==> src/rtl/datamem_arb_pkg.sv <==
// Shared types and constants for the data-memory arbiter between the MEM stage and the burst port.
package datamem_arb_pkg;

   typedef enum logic {
      IDLE  = 1'b0,
      BURST = 1'b1
   } arb_state_t;

   localparam int unsigned ADDR_W   = 64;
   localparam int unsigned DATA_W   = 64;
   localparam int unsigned XFER_W   = 4;
   localparam int unsigned DW_BYTES = 8;

   localparam logic [XFER_W-1:0] XFER_DW    = 4'd8;
   localparam logic [ADDR_W-1:0] ALIGN_MASK = ~64'h7;

   // One cycle's worth of datamem port signals.
   typedef struct packed {
      logic [ADDR_W-1:0] addr;
      logic              we;
      logic              re;
      logic [DATA_W-1:0] wdata;
      logic [XFER_W-1:0] xfer;
   } mem_req_t;

   // Doubleword address of beat idx; wraps modulo 2^64.
   function automatic logic [ADDR_W-1:0] beat_addr(input logic [ADDR_W-1:0] base,
                                                   input logic [ADDR_W-1:0] idx);
      return base + (idx * ADDR_W'(DW_BYTES));
   endfunction

endpackage

==> src/rtl/arb_wait_counter.sv <==
// Saturating count of consecutive p0-served cycles; expired forces the next p1 beat.
module arb_wait_counter #(
   parameter int unsigned MAX_WAIT = 4,
   localparam int unsigned CNT_W = (MAX_WAIT < 1) ? 1 : $clog2(MAX_WAIT + 1)
) (
   input  logic clk,
   input  logic reset,
   input  logic clr,
   input  logic inc,
   output logic expired
);

   logic [CNT_W-1:0] count;

   assign expired = (count == CNT_W'(MAX_WAIT));

   always_ff @(posedge clk) begin
      if (!reset) begin
         count <= '0;
      end else if (clr) begin
         count <= '0;
      end else if (inc && !expired) begin
         count <= count + CNT_W'(1);
      end
   end

endmodule

==> src/rtl/datamem_arbiter.sv <==
// Shares the datamem port between the pipeline MEM stage (priority) and a doubleword burst requester.
module datamem_arbiter
   import datamem_arb_pkg::*;
#(
   parameter int unsigned MAX_WAIT = 4,
   parameter int unsigned LEN_W    = 8
) (
   input  logic              clk,
   input  logic              reset,
   input  logic              p0_we,
   input  logic              p0_re,
   input  logic [63:0]       p0_addr,
   input  logic [63:0]       p0_wdata,
   input  logic [3:0]        p0_xfer,
   output logic [63:0]       p0_rdata,
   output logic              p0_stall,
   input  logic              p1_req,
   input  logic              p1_we,
   input  logic [63:0]       p1_addr,
   input  logic [LEN_W-1:0]  p1_len,
   input  logic [63:0]       p1_wdata,
   output logic              p1_gnt,
   output logic              p1_beat,
   output logic [63:0]       p1_rdata,
   output logic              p1_done,
   output logic [63:0]       mem_address,
   output logic              mem_write_enable,
   output logic              mem_read_enable,
   output logic [63:0]       mem_write_data,
   output logic [3:0]        mem_xfer_size,
   input  logic [63:0]       mem_read_data
);

   arb_state_t        state;
   arb_state_t        state_nxt;
   logic [63:0]       base;
   logic [LEN_W-1:0]  len;
   logic [LEN_W-1:0]  beat_cnt;
   logic              we_lat;
   logic              done_r;

   logic              p0_req;
   logic              expired;
   logic              p0_served;
   logic              beat;
   logic              gnt;
   logic              done_nxt;
   mem_req_t          req;

   assign p0_req = p0_we | p0_re;

   arb_wait_counter #(.MAX_WAIT(MAX_WAIT)) u_wait (
      .clk     (clk),
      .reset   (reset),
      .clr     (beat | gnt),
      .inc     ((state == BURST) && p0_served),
      .expired (expired)
   );

   always_ff @(posedge clk) begin
      if (!reset) begin
         state <= IDLE;
      end else begin
         state <= state_nxt;
      end
   end

   // Next state and per-cycle arbitration; everything stays low while reset is held.
   always_comb begin
      state_nxt = state;
      p0_served = 1'b0;
      beat      = 1'b0;
      gnt       = 1'b0;
      done_nxt  = 1'b0;
      if (reset) begin
         case (state)
            IDLE: begin
               p0_served = p0_req;
               if (p1_req && (p1_len != '0)) begin
                  gnt       = 1'b1;
                  state_nxt = BURST;
               end
            end
            BURST: begin
               if (p0_req && !expired) begin
                  p0_served = 1'b1;
               end else begin
                  beat = 1'b1;
                  if (beat_cnt == (len - LEN_W'(1))) begin
                     state_nxt = IDLE;
                     done_nxt  = 1'b1;
                  end
               end
            end
            default: state_nxt = IDLE;
         endcase
      end
   end

   // Memory port mux: p0 when served, otherwise the current burst beat.
   always_comb begin
      req = '0;
      if (p0_served) begin
         req = '{addr: p0_addr, we: p0_we, re: p0_re, wdata: p0_wdata, xfer: p0_xfer};
      end else if (beat) begin
         req = '{addr:  beat_addr(base, 64'(beat_cnt)),
                 we:    we_lat,
                 re:    ~we_lat,
                 wdata: p1_wdata,
                 xfer:  XFER_DW};
      end
   end

   always_ff @(posedge clk) begin
      if (!reset) begin
         base     <= '0;
         len      <= '0;
         beat_cnt <= '0;
         we_lat   <= 1'b0;
         done_r   <= 1'b0;
      end else begin
         done_r <= done_nxt;
         if (gnt) begin
            base     <= p1_addr & ALIGN_MASK;
            len      <= p1_len;
            we_lat   <= p1_we;
            beat_cnt <= '0;
         end else if (beat) begin
            beat_cnt <= beat_cnt + LEN_W'(1);
         end
      end
   end

   assign mem_address      = req.addr;
   assign mem_write_enable = req.we;
   assign mem_read_enable  = req.re;
   assign mem_write_data   = req.wdata;
   assign mem_xfer_size    = req.xfer;

   assign p0_stall = beat & p0_req;
   assign p0_rdata = p0_served ? mem_read_data : 64'h0;
   assign p1_gnt   = gnt;
   assign p1_beat  = beat;
   assign p1_rdata = beat ? mem_read_data : 64'h0;
   assign p1_done  = done_r & reset;

endmodule
==> config.mk <==
export PLATFORM = sky130hd
export DESIGN_NAME = datamem_arbiter
export DESIGN_NICKNAME = d
export VERILOG_FILES = /design/src/rtl/datamem_arb_pkg.sv /design/src/rtl/arb_wait_counter.sv /design/src/rtl/datamem_arbiter.sv
export SDC_FILE = /design/constraint.sdc
export NUM_CORES = 1
export LEC_CHECK = 0
export ABC_AREA = 1
export BUFFER_PORTS_ARGS = -buffer_cell sky130_fd_sc_hd__buf_2
export CORE_AREA = 2 2 238 240
export CTS_CLUSTER_SIZE = 40
export DETAILED_ROUTE_END_ITERATION = 12
export DIE_AREA = 0 0 240 242
export PLACE_DENSITY = 0.48
export SLEW_MARGIN = 20
export SYNTH_ARGS = -nofsm -noshare
export SYNTH_HDL_FRONTEND = slang
export SYNTH_SLANG_ARGS = --single-unit
export TNS_END_PERCENT = 50
==> constraint.sdc <==
create_clock -name clk -period 3.9 [get_ports clk]
set_input_delay 0.585 -clock clk [delete_from_list [all_inputs] [get_ports clk]]
set_output_delay 0.585 -clock clk [all_outputs]
set_load 0.02 [all_outputs]
Yosys cells after proc, flatten, opt, wreduce, memory -nomap -nowiden
Index checks and enable logic that the tools add are counted.

storage, ports and cells
  flip-flop bits (word level) = 83
  latch bits = 0
  RAM bits = 0
  memory bits (read-only) = 0
  input bits = 338
  output and inout bits = 266
  logic and storage cells = 46
  memories kept = 0

operators by class
  add/subtract/negate cells = 4
  $mul = 0
  div/mod/pow operators = 0
  magnitude comparators = 0
  equality and inequality tests = 2
  shift operators = 0
  mux-type cells = 17
  bitwise logic cells = 7
  reductions and logical operators = 9

operators with widths
  kind                                                                number
  134-bit two-way mux                                                 2
  64-bit two-way mux                                                  2
  64-bit by 11-bit adder with 64-bit output                           1
  1-bit two-way mux                                                   11
  8-bit by 1-bit adder with 8-bit output, second input constant       1
  8-bit equality test                                                 1
  8-bit nonzero test                                                  1
  8-bit by 1-bit subtractor with 8-bit output, second input constant  1
  1-bit logical AND                                                   4
  1-bit one-hot mux with 2 select lines                               2
  2-bit OR reduction                                                  2
  3-bit by 1-bit adder with 3-bit output, second input constant       1
  3-bit equality test, second input constant                          1
  1-bit inverter                                                      3
  3-bit OR reduction                                                  1
  1-bit bitwise AND                                                   2
  1-bit bitwise OR                                                    2
  1-bit zero test                                                     1

Logic depth before layout (Yosys ltp)
  depth after elaboration = 8
  gate-level depth with buffers = 13
  mapped depth without buffers = 13

By module
From an unflattened synthesis, not the netlist that was laid out.

second synthesis, totals
  cells, all modules = 1454
  area, all modules = 7860.0 um2

by module, submodules not included
  module            times used  cells each  area an instance (um2)  sequential area each (um2)
  datamem_arbiter   1           1426        7681.1                  1601.5
  arb_wait_counter  1           28          178.9                   60.1

Least setup slack after synthesis
No wires, ideal clock.

  kind = register to output
  from = register beat_cnt[0]
  to = output mem_address[11]
  data arrival time = 2010 ps
  data required time = 3315 ps
  slack = 1305 ps
  stages on the path, launching flop included = 10
  path buffers = 0
  cells stage by stage = dfxtp_1 ha_1 fa_1 nand3_1 nand3_1 nand2_1 nand2_2 nand2_1 nand2_1 o21ai_0

on the way
  cells in the longest elaborated chain, start to end = 3

ends and longest elaborated chain
  element                                    RTL line                source
  start: declaration                         datamem_arbiter.sv:38   logic [LEN_W-1:0] beat_cnt;
  start signal: assignment                   datamem_arbiter.sv:129  beat_cnt <= beat_cnt + LEN_W'(1);
  64-bit by 11-bit adder with 64-bit output  datamem_arb_pkg.sv:29   return base + (idx * ADDR_W'(DW_BYTES));
  134-bit two-way mux                        datamem_arbiter.sv:105  end else if (beat) begin
  134-bit two-way mux                        datamem_arbiter.sv:103  if (p0_served) begin
  end: declaration                           datamem_arbiter.sv:26   output logic [63:0] mem_address,

No other way between the ends.

Worst setup path after layout
  from = register beat_cnt[0]
  to = output mem_address[15]

The elaborated chain is that of the path after synthesis.

==> results list <==
* Effective utilization at floorplan: 14.10%
* Number of antenna violations at the first check in global routing: 28
* Global route overflow: 0
* Routed Wire Length: 55.90 mm
- CP required: 3.31 ns
- For the pin with the worst max-slew slack, the measured transition is 0.9778 ns.
* Category of the most critical setup path: reg2out
- Clock buffers created by TritonCTS: 9
* Flip-flop cell with the highest count after synthesis: dfxtp_1
* Via count of the first global-routing pass: 10602
- Maximum level of the CTS H-tree: 3
- The synthesized netlist contains 40 unique library cells.
- Share of cells above drive strength 1: 35.37%
* Total setup buffers inserted after CTS: 0
- Placer congestion estimate: 0.9036
* Max cap viols: 0
* Final clock skew: 0.01076 ns
* Yosys warnings: 0
- Once detail routing completed, the nets flagged for antenna violations numbered 0.
- The first global-routing pass estimated 76.16 mm of wire.
* Average size of a mapped cell: 5.601 sq um
* Number of DRC markers in iteration 0: 704
- Across the VDD grid, the largest voltage drop is 0.0002201 V.
- Final core utilization: 21.65%
- The pre-antenna-repair detailed-routing pass consisted of 7 iterations.
- Area grow syn2layout: 53.57%
- Of the available clock period, the critical path in the final layout requires 89.37%.
- Sequential share of the synthesized area: 21.14%
- Insertion delay to the later sink of the worst-skew pair: 0.38 ns
- Synthesis inferred 83 register bits.
- In this run, synthesis inferred 0 flip-flops with an integrated enable.
- Cell area power density: 254.1 nW/um^2
- The number of gates resized after CTS was 0.
* Setup TNS: 0 ns
- Hold timing on the final database bottoms out at a slack of 0.4033 ns.
- Share of flip-flops with an asynchronous set or reset after synthesis: 0%
- Using the TritonRoute via totals, the vias-per-cell ratio works out to 4.129.
- The die is 240 um wide.
- Static timing analysis puts the maximum clock frequency at 286.9 MHz.
- Setup violations remaining at the end of the flow were counted as 0.
- STA classifies the critical path endpoint as an output port.
- HPWL Detailed: 48.17 mm
- Clock-pin slew on the worst setup and hold paths: 0.08 ns
- All-layer global routing usage: 18.48%
* Worst max-slew margin expressed relative to the limit: 34.74%
- STA classifies the critical path startpoint as a flip-flop.
- Setup repair after global routing missed its margin: no
- Entering global routing, the biggest net connects 129 pins.
- For this design the static power due to leakage is 6.696 nW.
- CP max FO: 8
- Summing over every cut layer, the via total after detailed routing is 11309.
- TritonCTS built the clock tree.
- Path type of the worst min-delay path: in2reg
* Synthesized instance count: 1403
- The number of nets handed over by synthesis was 1754.
* Clock Sink Count: 83
- Number of nets in the final layout: 2322
- The floorplan has 87 rows.
* Core Area: 55730 sq um
- DIE AREA: 58080 sq um
- The smallest clock period supported by the final layout is computed as 3.486 ns.
- The die is 242 um tall.
* Max clock buf depth: 2
- I/O pins: 604
- DRC viols: 0
- The flow ran to the end, and the final reports show no timing, DRC or antenna violations.
- Hold buffer count at CTS: 0
* Clock root cell: clkbuf_16
* Routed wire length per instance: 20.41 um
* CP arrival: 2.90 ns
- During placement, the flow inserted port buffers numbering 600.
* Endpoints failing hold: 0
- In this run the cell area of the synthesized design comes to 7859 sq um.
- The final max-slew violation count is 0.
path summary, 6_finish.rpt:
path,startpoint,to,slack (ns),cells past startpoint
hold reg to reg,base[8],base[8],0.49,1
hold / removal,p1_we,we_lat,0.40,3
setup / recovery,beat_cnt[0],mem_address[15],0.41,11
setup reg to reg,u_wait.count[0],beat_cnt[6],1.78,12
stage by stage:
step / setup slack [ns] / total power (W) / instance area [sq um] / instances
after detailed placement: 0.7402 / 0.002105 / 11730 / 2716
after global placement: 0.7305 / 0.002108 / 11730 / 2716
after floorplan: 1.305 / 0.001576 / 7859 / 1403
final: 0.4144 / 0.003067 / 12070 / 2739
after global routing: 0.1761 / 0.003239 / 12060 / 2736
after CTS: 0.3163 / 0.003107 / 12050 / 2732
cell type report:
| class | instances | area, sq um |
|---|---|---|
| clock inverters | 6 | 90.09 |
| fillers | 6645 | 43660 |
| inverters | 204 | 768.2 |
| clock buffers | 10 | 229.0 |
| repair buffers | 614 | 3171 |
| flip-flops and latches | 83 | 1662 |
| diodes | 7 | 17.52 |
| well taps | 756 | 945.9 |
| multi-input cells | 1059 | 5186 |
cell usage in the layout, fill, tap and decap left out, types with 4 or more instances in the layout:
cell,synthesis,layout
clkbuf_16,0,9
inv_2,11,11
dfxtp_1,83,83
ha_1,12,12
o21ai_0,61,61
nor2_4,5,6
or2_2,4,4
o21ai_1,15,15
xor2_1,4,4
buf_2,29,600
nand2_2,16,16
nor2_1,232,231
buf_12,0,5
a21oi_1,17,17
nand2_1,411,411
nand4_1,24,24
a22o_1,85,85
diode_2,0,7
inv_1,189,189
nor2_2,17,17
xnor2_1,4,4
buf_4,2,9
nand3_2,5,5
nand3_1,116,116
nor3_1,7,7
state kept, by name, summed over array words and instances, names as in the netlist:
name / flops
state: 1
len: 8
we_lat: 1
beat_cnt: 8
u_wait.count: 3
base: 61
done_r: 1
synthesized netlist by cell type (all sizes together) (2+ instances only):
master / count / area, sq um
nand3: 121 / 630.6
nor3b: 2 / 15.01
o22ai: 2 / 12.51
clkbuf: 26 / 97.59
nor2: 255 / 1054
nand2: 428 / 1654
nor3: 9 / 55.05
inv: 200 / 750.7
dfxtp: 83 / 1662
xor2: 4 / 35.03
clkinv: 4 / 17.52
a32o: 3 / 30.03
buf: 31 / 160.1
a211oi: 2 / 15.01
nand4: 24 / 150.1
xnor2: 4 / 35.03
a22o: 85 / 744.5
o21ai: 80 / 415.4
or2: 5 / 31.28
ha: 12 / 150.1
a21oi: 17 / 85.08
cells by family after synthesis:
group                    count (synthesis)  synth area share (%)
AO/OA/AOI/OAI                          191                 16.81
XOR/XNOR                                 8                0.8915
adder cells (fa/ha/maj)                 13                 2.165
buffers and inverters                  261                 13.06
flip-flops                              83                 21.14
AND/OR/NAND/NOR                        847                 45.93
worst max-delay path, stage by stage (launching register included):
cell and delay, ns:
dfxtp_1 0.36, ha_1 0.28, fa_1 0.41, nand3_1 0.08, nand3_1 0.27, nand2_1 0.17, nand2_2 0.16, nand2_1 0.22
nand2_1 0.07, o21ai_0 0.22, o21ai_1 0.10, buf_2 0.18
power by group:
group | switching, W | internal (W)
clock | 0.000423 | 0.000563
combinational | 0.000681 | 0.000386
sequential | 0.0000960 | 0.000918
per-layer routing:
metal	track usage (%)	part of all wire [%]	vias up
met1	23.84	44	5097
li1	-	-	5623
met2	27.74	42	491
met4	3.745	1.5	34
met3	8.933	12	64
met5	0	0.33	-
No activity file was read; power rests on OpenSTA's default activity.
